[config.mk]
export PLATFORM = sky130hd
export DESIGN_NAME = instr_fetch_unit
export DESIGN_NICKNAME = d
export VERILOG_FILES = /design/src/rtl/mips_pkg.sv /design/src/rtl/instr_fetch_unit.sv
export SDC_FILE = /design/constraint.sdc
export NUM_CORES = 1
export LEC_CHECK = 0
export BUFFER_PORTS_ARGS = -buffer_cell sky130_fd_sc_hd__buf_2
export CAP_MARGIN = 30
export CORE_MARGIN = 1
export CORE_UTILIZATION = 48
export CTS_CLUSTER_DIAMETER = 100
export DETAILED_ROUTE_END_ITERATION = 6
export GPL_ROUTABILITY_DRIVEN = 0
export HOLD_SLACK_MARGIN = 0.05
export PLACE_DENSITY = 0.8
export SYNTH_ARGS = -nofsm -noshare
export SYNTH_HDL_FRONTEND = slang
export SYNTH_SLANG_ARGS = --single-unit
[constraint.sdc]
create_clock -name clk -period 2.4 [get_ports clk]
set_input_delay 0.12 -clock clk [delete_from_list [all_inputs] [get_ports clk]]
set_output_delay 0.12 -clock clk [all_outputs]
set_load 0.02 [all_outputs]
[src/rtl/mips_pkg.sv]
// Shared types and constants for the MIPS instruction fetch path.
package mips_pkg;

    typedef enum logic [1:0] {
        IDLE,
        REQ,
        WAIT,
        HOLD
    } fetch_state_t;

    localparam logic [31:0] DEFAULT_RESET_PC = 32'h0000_0000;
    localparam logic [31:0] PC_INCR          = 32'd4;

endpackage

[src/rtl/instr_fetch_unit.sv]
// Single-outstanding instruction fetch unit: request/grant/rvalid memory port,
// a registered valid/ready instruction output, and top-priority PC redirect.
module instr_fetch_unit
    import mips_pkg::*;
#(
    parameter logic [31:0] RESET_PC = DEFAULT_RESET_PC
) (
    input  logic        clk,
    input  logic        reset,
    input  logic        fetch_en,
    output logic        mem_req,
    output logic [31:0] mem_addr,
    input  logic        mem_gnt,
    input  logic        mem_rvalid,
    input  logic [31:0] mem_rdata,
    output logic [31:0] instr,
    output logic [31:0] instr_pc,
    output logic        instr_valid,
    input  logic        instr_ready,
    input  logic        redirect_valid,
    input  logic [31:0] redirect_pc
);

    localparam logic [31:0] WORD_MASK = ~32'h3;

    fetch_state_t state_q, state_d;
    logic [31:0]  pc_q, pc_d;
    logic         flush_q, flush_d;
    logic [31:0]  instr_q, instr_d;
    logic [31:0]  instr_pc_q, instr_pc_d;
    logic         instr_valid_q, instr_valid_d;
    fetch_state_t after_fetch;

    assign after_fetch = fetch_en ? REQ : IDLE;

    // NOTE: every _d gets its hold value first, so no path through the case can infer a latch.
    always_comb begin
        state_d       = state_q;
        pc_d          = pc_q;
        flush_d       = flush_q;
        instr_d       = instr_q;
        instr_pc_d    = instr_pc_q;
        instr_valid_d = instr_valid_q;

        if (redirect_valid) begin
            pc_d          = redirect_pc & WORD_MASK;
            instr_valid_d = 1'b0;
            case (state_q)
                REQ: begin
                    // A granted request is already in flight; its data must be discarded.
                    if (mem_gnt) begin
                        state_d = WAIT;
                        flush_d = 1'b1;
                    end else begin
                        state_d = after_fetch;
                        flush_d = 1'b0;
                    end
                end
                WAIT: begin
                    if (mem_rvalid) begin
                        state_d = after_fetch;
                        flush_d = 1'b0;
                    end else begin
                        flush_d = 1'b1;
                    end
                end
                default: begin
                    state_d = after_fetch;
                    flush_d = 1'b0;
                end
            endcase
        end else begin
            case (state_q)
                IDLE: begin
                    if (fetch_en) state_d = REQ;
                end
                REQ: begin
                    if (mem_gnt) state_d = WAIT;
                end
                WAIT: begin
                    if (mem_rvalid) begin
                        if (flush_q) begin
                            flush_d = 1'b0;
                            state_d = after_fetch;
                        end else begin
                            instr_d       = mem_rdata;
                            instr_pc_d    = pc_q;
                            instr_valid_d = 1'b1;
                            pc_d          = pc_q + PC_INCR;
                            state_d       = HOLD;
                        end
                    end
                end
                HOLD: begin
                    if (instr_ready) begin
                        instr_valid_d = 1'b0;
                        state_d       = after_fetch;
                    end
                end
                default: state_d = IDLE;
            endcase
        end
    end

    // NOTE: state registers use non-blocking assignments so all of them update together at the edge.
    always_ff @(posedge clk) begin
        if (!reset) begin
            state_q       <= IDLE;
            pc_q          <= RESET_PC & WORD_MASK;
            flush_q       <= 1'b0;
            instr_q       <= '0;
            instr_pc_q    <= '0;
            instr_valid_q <= 1'b0;
        end else begin
            state_q       <= state_d;
            pc_q          <= pc_d;
            flush_q       <= flush_d;
            instr_q       <= instr_d;
            instr_pc_q    <= instr_pc_d;
            instr_valid_q <= instr_valid_d;
        end
    end

    assign mem_req     = (state_q == REQ);
    assign mem_addr    = pc_q;
    assign instr       = instr_q;
    assign instr_pc    = instr_pc_q;
    assign instr_valid = instr_valid_q;

endmodule

## Word level (Yosys, flattened, before mapping)

Index checks and enable logic that the tools add are counted.

- Register bits: 100
- Input bits: 71

- $add $sub $neg: 1
- Reductions and logical operators: 11
- Bitwise logic cells: 3
- Eq/ne operators: 10
- Mux-type cells: 25

Operator list:

| kind | number |
|---|---|
| $mux W32 | 4 |
| $add A32 B3 Y32 const B | 1 |
| $mux W2 | 8 |
| $reduce_and A4 Y1 | 3 |
| $mux W1 | 9 |
| $ne A2 B2 Y1 const B | 4 |
| $pmux W2 S4 | 1 |
| $ne A3 B3 Y1 const B | 2 |
| $reduce_and A3 Y1 | 2 |
| $reduce_bool A2 Y1 | 3 |
| $eq A2 B2 Y1 const B | 2 |
| $pmux W1 S2 | 2 |
| $pmux W2 S2 | 1 |
| $ne A3 B1 Y1 const B | 1 |
| $not A1 Y1 | 3 |
| $eq A2 B1 Y1 const B | 1 |
| $logic_not A2 Y1 | 1 |
| $reduce_and A2 Y1 | 1 |
| $reduce_or A2 Y1 | 1 |

## Logic depth before layout (Yosys ltp)

Gate-level depths: netlist (run 1).

- Depth after elaboration: 5
- Gate-level depth with buffers: 8
- Gate-level depth less buffers: 7

## Least setup slack after synthesis (run 1)

Ideal clock, no wire load.

- Path type: register to register
- Start: register pc_q[2] (netlist: mem_addr[2])
- End: register pc_q[30] (netlist: mem_addr[30])
- Path slack: 363 ps
- Buffers on the path: 0
- Arrival: 1918 ps
- Stages on the path, launching flop included: 7
- Clock period less this slack: 2037 ps
- Data required time: 2281 ps
- Path through: dfxtp_1 > ha_1 > nand4_2 > or4_4 > nor4_4 > xnor2_1 > o21ai_1

- Cells in the longest elaborated chain, start to end: 5

Ends and longest elaborated chain:

| item | RTL line | text |
|---|---|---|
| start, declared | instr_fetch_unit.sv:27 | `logic [31:0] pc_q, pc_d;` |
| start signal, assigned | instr_fetch_unit.sv:109 | `pc_q <= RESET_PC & WORD_MASK;` |
| start signal, assigned | instr_fetch_unit.sv:116 | `pc_q <= pc_d;` |
| $add A32 B3 Y32 | instr_fetch_unit.sv:89 | `pc_d = pc_q + PC_INCR;` |
| $mux W32 | instr_fetch_unit.sv:82 | `if (flush_q) begin` |
| $mux W32 | instr_fetch_unit.sv:81 | `if (mem_rvalid) begin` |
| $mux W32 | instr_fetch_unit.sv:73 | `case (state_q)` |
| $mux W32 | instr_fetch_unit.sv:45 | `if (redirect_valid) begin` |

Every way passes these cells. The select of a mux whose other input is x is not followed.
A chain may end at the register's enable or synchronous reset.

## Final worst setup path (run 1)

- Start: register state_q[0]
- End: register pc_q[13] (netlist: mem_addr[13])

- Cells in the longest elaborated chain, start to end: 3

Ends and longest elaborated chain:

| item | RTL line | text |
|---|---|---|
| start, declared | instr_fetch_unit.sv:26 | `fetch_state_t state_q, state_d;` |
| start signal, assigned | instr_fetch_unit.sv:115 | `state_q <= state_d;` |
| $eq A2 B2 Y1 | instr_fetch_unit.sv:73 |  |
| $reduce_bool A2 Y1 (no line) | - |  |
| $reduce_and A3 Y1 (no line) | - |  |

Every way passes these cells.

==> summary.txt, run 1 <==
share of cells above drive strength 1 - 28.4%
Starting Density - 49.7%
Num CTS Buffers - 9
Post-synth EDFFs - 0
cell row count - 33
fin. max-slew vios - 0
Cell Pwr Density - 550 mW/mm²
sequential cell area - 0.00192 mm²
root buf cell - clkbuf_8
Final Setup Violations - 0
Max Buffers Root-to-Sink - 2
WL met2 - 5.89 mm
Synth area leader - dfxtp_1
CP Class - reg -> reg
Hold Violations, Final - 0
IO buf count - 162
largest cells by area after synthesis - dfxtp_1 47%, nand2_1 13%, a21oi_1 11%
I/O Pins - 169
Syn. warnings - 0
pin count of the biggest net entering global routing - 44
min cycle time layout - 2.20 ns
predominant post-synthesis flop cell - dfxtp_1
nets@finish - 801
Synth cell types - 46
cts hold-fix bufs - 53
fmax - 0.454 GHz
Commonest cells post-synth - 141 x nand2_1, 96 x dfxtp_1, 87 x a21oi_1
Syn Area/Cell - 8.05 µm²
sequential share of the synthesized area - 46.8%
Post-Route M1 WL - 5.05 mm
CTS tree - done
measured slew at the worst slew-check pin - 0.678 ns
initial antenna violation count - 0
DRC viols - 0
GRT overflow - 0
Die Height - 94.5 µm
GRT Overall Usage - 26.7%
Vias/cell - 5.19
part of the cycle the worst path needs - 91.7%
Final Power - 3.17 mW
Die ar. - 0.00893 mm²
#FFs+latches synth - 96
top-area cell type share of the netlist area - 46.8%
First DRT Iteration DRCs - 142
Final ANT Viol Nets - 0
Fin Hold WS - 0.0532 ns
first-pass GRT wire length - 18.7 mm
most common cell in the netlist - nand2_1
P&R area growth vs syn - 40.5%
dpl ws - 0.243 ns
setup bufs post-CTS - 0
Post-Synthesis Cells - 510
setup TNS after final layout - 0 ns
Worst setup EP type - flip-flop
required time worst endpoint - 2.68 ns
HPWL after DPL - 8.11 mm
setup ws final - 0.200 ns
# H-tree levels - 3
Wirelength per Cell - 14.3 µm
fillcell total - 683
peak supply drop - 0.383 mV
mapped cell area - 0.00411 mm²
post-CTS resize count - 0
footprint of the multi-input gates - 0.00203 mm²
final wirelength - 11.9 mm
latest clock arrival within the worst-skew pair - 0.35 ns
LEAKAGE - 2.51 nW
met3 WL post-DR - 709 µm
Critical Path Fanout Max - 5
CP Launch Type - flip-flop
RSZ-0062 raised after global routing - no
total core area - 0.00826 mm²
Slew Limit Headroom - 54.8%
Hold WC Path Type - in -> reg
antenna diode count - 0
First-pass DRT Iterations - 5
Max Clock Skew - 0.00824 ns
max-cap violations - 0
Clock transition at path regs - 0.09 ns
# clock sinks - 96
status - complete, no violations
highest routed layer - met4
critical path arrival - 2.48 ns
ys async rst share - 0%
chip width - 94.5 µm
vias - 4325
vias in the first global route - 3943
==> sequential cells by signal (all words and copies together), names as in the netlist <==
register,flops
instr_valid,1
instr_pc,30
instr,32
mem_addr,30
state_q,2
flush_q,1
==> through the flow <==
step | cell area (µm²) | instances | util [%]
after global routing | 5770 | 834 | 69.8
after detailed placement | 5070 | 765 | 61.4
after global placement | 5070 | 765 | 61.4
after floorplan | 4120 | 513 | -
after CTS | 5770 | 834 | 69.8
final | 5770 | 834 | 69.8
==> cells by family after synthesis <==
group           share of synthesized area, %
simple gates                            24.4
xor+xnor                                5.97
fa+ha+maj                               1.83
mux                                    0.975
buf+inv                                 4.36
flops                                   46.8
other cells                           0.0913
compound gates                          15.6
==> worst paths after layout <==
check | end | slack (ns) | startpoint | depth (start not counted)
setup / recovery | mem_addr[13]$_SDFFE_PN0P_ | 0.20 | state_q[0]$_SDFFE_PN0P_ | 8
hold / removal | mem_addr[12]$_SDFFE_PN0P_ | 0.05 | redirect_pc[12] | 3
setup reg to reg | mem_addr[13]$_SDFFE_PN0P_ | 0.20 | state_q[0]$_SDFFE_PN0P_ | 8
hold reg to reg | instr_pc[21]$_SDFFE_PN0P_ | 0.45 | instr_pc[21]$_SDFFE_PN0P_ | 2
==> layer usage <==
layer,up-vias,track usage [%]
met5,-,0
met4,0,12.1
met3,24,3.86
met2,168,46.0
met1,1993,32.9
li1,2140,-
==> cell usage in the layout (no fill, tap or decap), types with 4 or more instances in the layout <==
cell type and instances:
conb_1 4, dfxtp_1 96, nor3_1 5, dlygate4sd3_1 53, nand2_1 140, xnor2_1 13, ha_1 6, inv_1 7
xor2_1 15, buf_2 162, a21oi_1 87, nor2_1 13, mux2i_1 4, nand4_1 11, buf_4 17, nand3_1 14
o21ai_0 22, clkbuf_8 9
==> critical path, stage by stage (launching register included) <==
cell	delay, ns
dfxtp_1	0.36
inv_1	0.13
ha_1	0.20
nand3b_1	0.28
nor4_4	0.54
buf_4	0.21
nand4_1	0.11
xor2_1	0.16
a21oi_1	0.15
==> where the power goes <==
group | internal, mW | switching, mW | total, mW
Clock | 0.376 | 0.547 | 0.924
Sequential | 1.65 | 0.0685 | 1.72
Combinational | 0.233 | 0.297 | 0.529
Total | 2.26 | 0.913 | 3.17
==> area by class of cell <==
class,count,area share [%]
Multi-Input combinational cell,375,35.1
Timing Repair Buffer,233,25.8
Inverter,9,0.586
Sequential cell,96,33.3
Clock buffer,11,2.28
Tap cell,105,2.28
Clock inverter,5,0.586
No activity file was read; power rests on OpenSTA's default activity.
==> inputs of run 2 (changes only) <==
--- a/config.mk
+++ b/config.mk
@@ -14,6 +14,7 @@
 export GPL_ROUTABILITY_DRIVEN = 0
 export HOLD_SLACK_MARGIN = 0.05
 export PLACE_DENSITY = 0.8
+export REMOVE_ABC_BUFFERS = 1
 export SYNTH_ARGS = -nofsm -noshare
 export SYNTH_HDL_FRONTEND = slang
 export SYNTH_SLANG_ARGS = --single-unit
==> run 2 against run 1 <==
Compared with the run above:
- sequential power about the same
- clock skew rose by 0.0021 ns
- first-iteration DRC count grew 46%
- fmax down 3.1%
- total power is 2.3% higher
- clock power grew 6.6%
- critical endpoint is now mem_addr[25]$_SDFFE_PN0P_
- largest power group unchanged
==> summary.txt, run 2 (synthesis gave the netlist of run 1 again) <==
GRT Overall Usage - 27.0%
Critical Path Fanout Max - 8
pin count of the biggest net entering global routing - 45
Final ANT Viol Nets - 0
max-cap violations - 0
Final Setup Violations - 0
share of cells above drive strength 1 - 27.4%
post-CTS resize count - 0
# clock sinks - 96
vias in the first global route - 4045
critical path arrival - 2.53 ns
nets@finish - 802
initial antenna violation count - 0
total core area - 0.00826 mm²
status - complete, no violations
RSZ-0062 raised after global routing - no
Vias/cell - 5.25
LEAKAGE - 2.52 nW
Hold Violations, Final - 0
GRT overflow - 0
CP Class - reg -> reg
max reg flops - 32
Hold WC Path Type - in -> reg
IO buf count - 162
CP Launch Type - flip-flop
First DRT Iteration DRCs - 207
Clock transition at path regs - 0.09 ns
fin. max-slew vios - 0
vias - 4380
first-pass GRT wire length - 18.8 mm
cell area after placement - 0.00504 mm²
most frequent cells in the layout - 162 x buf_2, 140 x nand2_1, 96 x dfxtp_1
commonest non-fill, non-tap cell in the layout - buf_2
Finished Cell Area - 0.00584 mm²
Fin Hold WS - 0.111 ns
Slew Limit Headroom - 60.2%
Starting Density - 49.7%
antenna diode count - 0
root buf cell - clkbuf_8
Cell Pwr Density - 556 mW/mm²
Max Buffers Root-to-Sink - 2
P&R area growth vs syn - 42.2%
chip width - 94.5 µm
final wirelength - 12.2 mm
required time worst endpoint - 2.66 ns
CTS tree - done
sequential cell area - 0.00192 mm²
measured slew at the worst slew-check pin - 0.596 ns
peak supply drop - 0.315 mV
footprint of the multi-input gates - 0.00203 mm²
Wirelength per Cell - 14.6 µm
min cycle time layout - 2.27 ns
# H-tree levels - 3
setup ws final - 0.130 ns
HPWL after DPL - 7.74 mm
DRC viols - 0
Die Height - 94.5 µm
Max Clock Skew - 0.0103 ns
Die ar. - 0.00893 mm²
Worst setup EP type - flip-flop
I/O Pins - 169
dpl ws - 0.169 ns
final design utilization - 70.7%
cts hold-fix bufs - 62
setup bufs post-CTS - 0
part of the cycle the worst path needs - 94.6%
cell row count - 33
Num CTS Buffers - 9
fillcell total - 636
latest clock arrival within the worst-skew pair - 0.36 ns
R2R setup slack - 0.13 ns
fmax - 0.441 GHz
First-pass DRT Iterations - 5
==> run 2: changes by cell type in the layout (fill, tap and decap cells not counted), moves of 2 or more <==
cell	before	now
buf_12	1	3
buf_4	17	7
clkinv_2	2	0
dlygate4sd3_1	53	62
inv_6	0	2
==> run 2: layout make-up <==
class	instances	share of cell area, %
Multi-Input combinational cell	375	34.7
Sequential cell	96	32.9
Timing Repair Buffer	234	26.5
Tap cell	105	2.25
Clock buffer	10	2.19
Clock inverter	6	0.900
Inverter	9	0.579
==> run 2: worst paths after layout <==
path                            cells after the start                     from                        end
worst max-delay path                                8  state_q[0]$_SDFFE_PN0P_  mem_addr[25]$_SDFFE_PN0P_
worst min-delay path                                4               mem_rvalid       flush_q$_SDFFE_PN0P_
worst min register to register                      2   instr[11]$_SDFFE_PN0P_     instr[11]$_SDFFE_PN0P_
worst max register to register                      8  state_q[0]$_SDFFE_PN0P_  mem_addr[25]$_SDFFE_PN0P_
==> run 2: stage by stage <==
step                power, mW  TNS (ns)  std cells
finish                   3.25         0        835
global route             3.40         0        835
CTS                      3.27         0        835
detailed placement       2.21         0        757
global placement         2.19         0        757
floorplan                2.00    -65.96        480
==> run 2: power breakdown <==
part	internal [mW]	switching (mW)
clock network	0.394	0.592
registers	1.65	0.0706
logic	0.238	0.301
total	2.28	0.964
==> run 2: worst max-delay path: stages, from the launching register on <==
cell	delay, ns
dfxtp_1	0.36
inv_1	0.14
ha_1	0.30
nand3b_1	0.13
buf_4	0.18
nor4_4	0.54
nand4bb_1	0.18
xnor2_1	0.15
o21ba_2	0.19
==> run 2: metal layers <==
layer	track usage, %	routed length, µm	vias to the layer above
li1	-	-	2150
met4	10.5	248	0
met5	0	0	-
met2	47.2	5900	188
met1	31.2	4980	2015
met3	7.41	1030	27
==> inputs of run 3 (changes only) <==
--- a/config.mk
+++ b/config.mk
@@ -5,15 +5,17 @@
 export SDC_FILE = /design/constraint.sdc
 export NUM_CORES = 1
 export LEC_CHECK = 0
+export ABC_AREA = 1
 export BUFFER_PORTS_ARGS = -buffer_cell sky130_fd_sc_hd__buf_2
 export CAP_MARGIN = 30
 export CORE_MARGIN = 1
-export CORE_UTILIZATION = 48
+export CORE_UTILIZATION = 51
+export CTS_BUF_LIST = sky130_fd_sc_hd__clkbuf_2
 export CTS_CLUSTER_DIAMETER = 100
 export DETAILED_ROUTE_END_ITERATION = 6
 export GPL_ROUTABILITY_DRIVEN = 0
 export HOLD_SLACK_MARGIN = 0.05
-export PLACE_DENSITY = 0.8
+export PLACE_DENSITY = 0.82
 export REMOVE_ABC_BUFFERS = 1
 export SYNTH_ARGS = -nofsm -noshare
 export SYNTH_HDL_FRONTEND = slang
==> run 3 against run 2 <==
Compared with the run above:
- fmax is 4.7% higher
- core utilization is 1.1 points higher
- worst hold slack worse by 0.0079 ns
- sequential power is 3% higher
- worst setup slack better by 0.10 ns
- clock skew is 0.021 ns higher
- combinational power is 33% higher
- largest power group unchanged
- first-iteration DRC count is 120% higher
- via count is 20% higher
==> summary.txt, run 3 <==
min cycle time layout - 2.17 ns
Die Height - 96.5 µm
Critical Path Fanout Max - 67
Hold Violations, Final - 0
latest clock arrival within the worst-skew pair - 0.58 ns
status - complete, no violations
vias in the first global route - 4782
pin count of the biggest net entering global routing - 68
setup bufs post-CTS - 0
IO buf count - 162
combinational fraction of design power - 21.5%
Int Pwr - 2.23 mW
post-CTS resize count - 0
RSZ-0062 raised after global routing - no
CP cell instances - inv_1 > ha_1 > nand2_2 > nor2_8 > nand2_4 > inv_2 > buf_12 > nand3_1 > a31oi_1
Vias/cell - 5.28
part of the cycle the worst path needs - 90.3%
nets@finish - 958
slowest cell delay on critical path - 0.41 ns
Sw Share - 32.8%
Max Buffers Root-to-Sink - 2
final std cells w/o fill - 994
Num CTS Buffers - 9
First-pass DRT Iterations - 5
chip width - 96.5 µm
cell row count - 34
Commonest cells post-synth - 130 x nor2_1, 121 x nand2_1, 96 x dfxtp_1
sequential share of the synthesized area - 42.2%
LEAKAGE - 2.91 nW
peak supply drop - 0.328 mV
max reg flops - 32
final design utilization - 71.8%
Fin Hold WS - 0.103 ns
first-pass GRT wire length - 22.0 mm
Buf/Inv on CP - 3
required time worst endpoint - 2.89 ns
Clk pwr share - 25.4%
Slew Limit Headroom - 33.7%
top-area cell type share of the netlist area - 42.2%
largest cells by area after synthesis - dfxtp_1 42%, nor2_1 11%, nand2_1 10%
total core area - 0.00868 mm²
P&R area growth vs syn - 36.7%
critical path arrival - 2.66 ns
ys async rst share - 0%
# clock sinks - 96
Worst setup EP type - flip-flop
Clock transition at path regs - 0.29 ns
fin. max-slew vios - 0
measured slew at the worst slew-check pin - 0.994 ns
Cell Pwr Density - 533 mW/mm²
Syn. warnings - 0
Post-synth EDFFs - 0
CP Launch Type - flip-flop
Max Clock Skew - 0.0311 ns
commonest non-fill, non-tap cell in the layout - buf_2
Switch Pwr - 1.09 mW
Finished Cell Area - 0.00623 mm²
Wirelength per Cell - 14.5 µm
Die ar. - 0.00932 mm²
DRC viols - 0
Reg power frac - 53.1%
share of cells above drive strength 1 - 23.4%
delay-heaviest family, CP - buffers and inverters
I/O Pins - 169
mapped cell area - 0.00456 mm²
final wirelength - 14.4 mm
GRT overflow - 0
Starting Density - 52.5%
Synth area leader - dfxtp_1
Syn Area/Cell - 6.87 µm²
predominant post-synthesis flop cell - dfxtp_1
# H-tree levels - 3
Post-Synthesis Cells - 663
root buf cell - clkbuf_2
dpl cells - 906
max-cap violations - 0
vias - 5246
#FFs+latches synth - 96
First DRT Iteration DRCs - 462
GRT Overall Usage - 30.5%
fmax - 0.461 GHz
HPWL after DPL - 8.92 mm
Final Setup Violations - 0
CP Class - reg -> reg
most frequent cells in the layout - 162 x buf_2, 130 x nor2_1, 121 x nand2_1
most common cell in the netlist - nor2_1
Final ANT Viol Nets - 0
cell area after placement - 0.00539 mm²
antenna diode count - 0
initial antenna violation count - 0
Hold WC Path Type - in -> reg
CTS tree - done
CP max stage cell - dfxtp_1
Synth cell types - 35
==> run 3: cells by family (layout without fill, tap and decap cells) <==
kind of cell / Yosys count / after routing / synth area share [%]
buffers and inverters: 94 / 314 / 8.95
adder cells (fa/ha/maj): 6 / 6 / 1.65
AND/OR/NAND/NOR: 340 / 340 / 32.3
other: 1 / 4 / 0.0823
flip-flops: 96 / 96 / 42.2
AO/OA/AOI/OAI: 126 / 126 / 14.8
==> run 3: worst register-to-register path, cell delays in order (launching register included) <==
cell     delay [ns]
dfxtp_1        0.41
inv_1          0.15
ha_1           0.27
nand2_2        0.12
nor2_8         0.27
nand2_4        0.10
inv_2          0.18
buf_12         0.28
nand3_1        0.17
a31oi_1        0.15
==> run 3: power groups by stage <==
| stage | Clock, mW | Combinational [mW] | Sequential, mW |
|---|---|---|---|
| 6_report | 0.843 | 0.715 | 1.77 |
| 5_1_grt | 0.931 | 0.786 | 1.78 |
| 4_1_cts | 0.863 | 0.699 | 1.76 |
| 3_5_place_dp | 0 | 0.606 | 1.79 |
| 3_3_place_gp | 0 | 0.590 | 1.79 |
| 2_1_floorplan | 0 | 0.268 | 1.88 |
==> run 3: timing repair <==
action | 4_1_cts | 5_1_grt
setup endpoints to repair | 0 | 0
hold endpoints to repair | 66 | 0
hold buffers | 72 | 0
==> run 3: area by class of cell <==
type / instances / area, µm²
tap: 108 / 135
clock inverter: 7 / 78.8
sequential: 96 / 1920
timing repair buffer: 241 / 1600
fill: 715 / 2450
clock buffer: 9 / 45.0
inverter: 57 / 214
multi-input combinational: 476 / 2240
==> run 3: worst paths after layout <==
kind,startpoint,to,slack [ns],depth (start not counted)
worst max-delay path,state_q[0]$_SDFFE_PN0P_,mem_addr[10]$_SDFFE_PN0P_,0.23,9
worst min-delay path,reset,mem_addr[30]$_SDFFE_PN0P_,0.10,4
worst max register to register,state_q[0]$_SDFFE_PN0P_,mem_addr[10]$_SDFFE_PN0P_,0.23,9
worst min register to register,instr[7]$_SDFFE_PN0P_,instr[7]$_SDFFE_PN0P_,0.51,2
==> run 3: stage by stage <==
step / TNS, ns / power [mW] / setup WS (ns)
global placement: 0 / 2.38 / 0.397
finish: 0 / 3.32 / 0.232
floorplan: -0.0412 / 2.15 / -0.0412
detailed placement: 0 / 2.40 / 0.291
CTS: 0 / 3.32 / 0.235
global route: 0 / 3.50 / 0.0341
==> run 3: layer usage <==
layer  routed length, µm  GRT usage, %
met1                5710          35.1
met2                7150          53.8
met3                1310          7.82
met4                 226          12.3
met5                   0             0
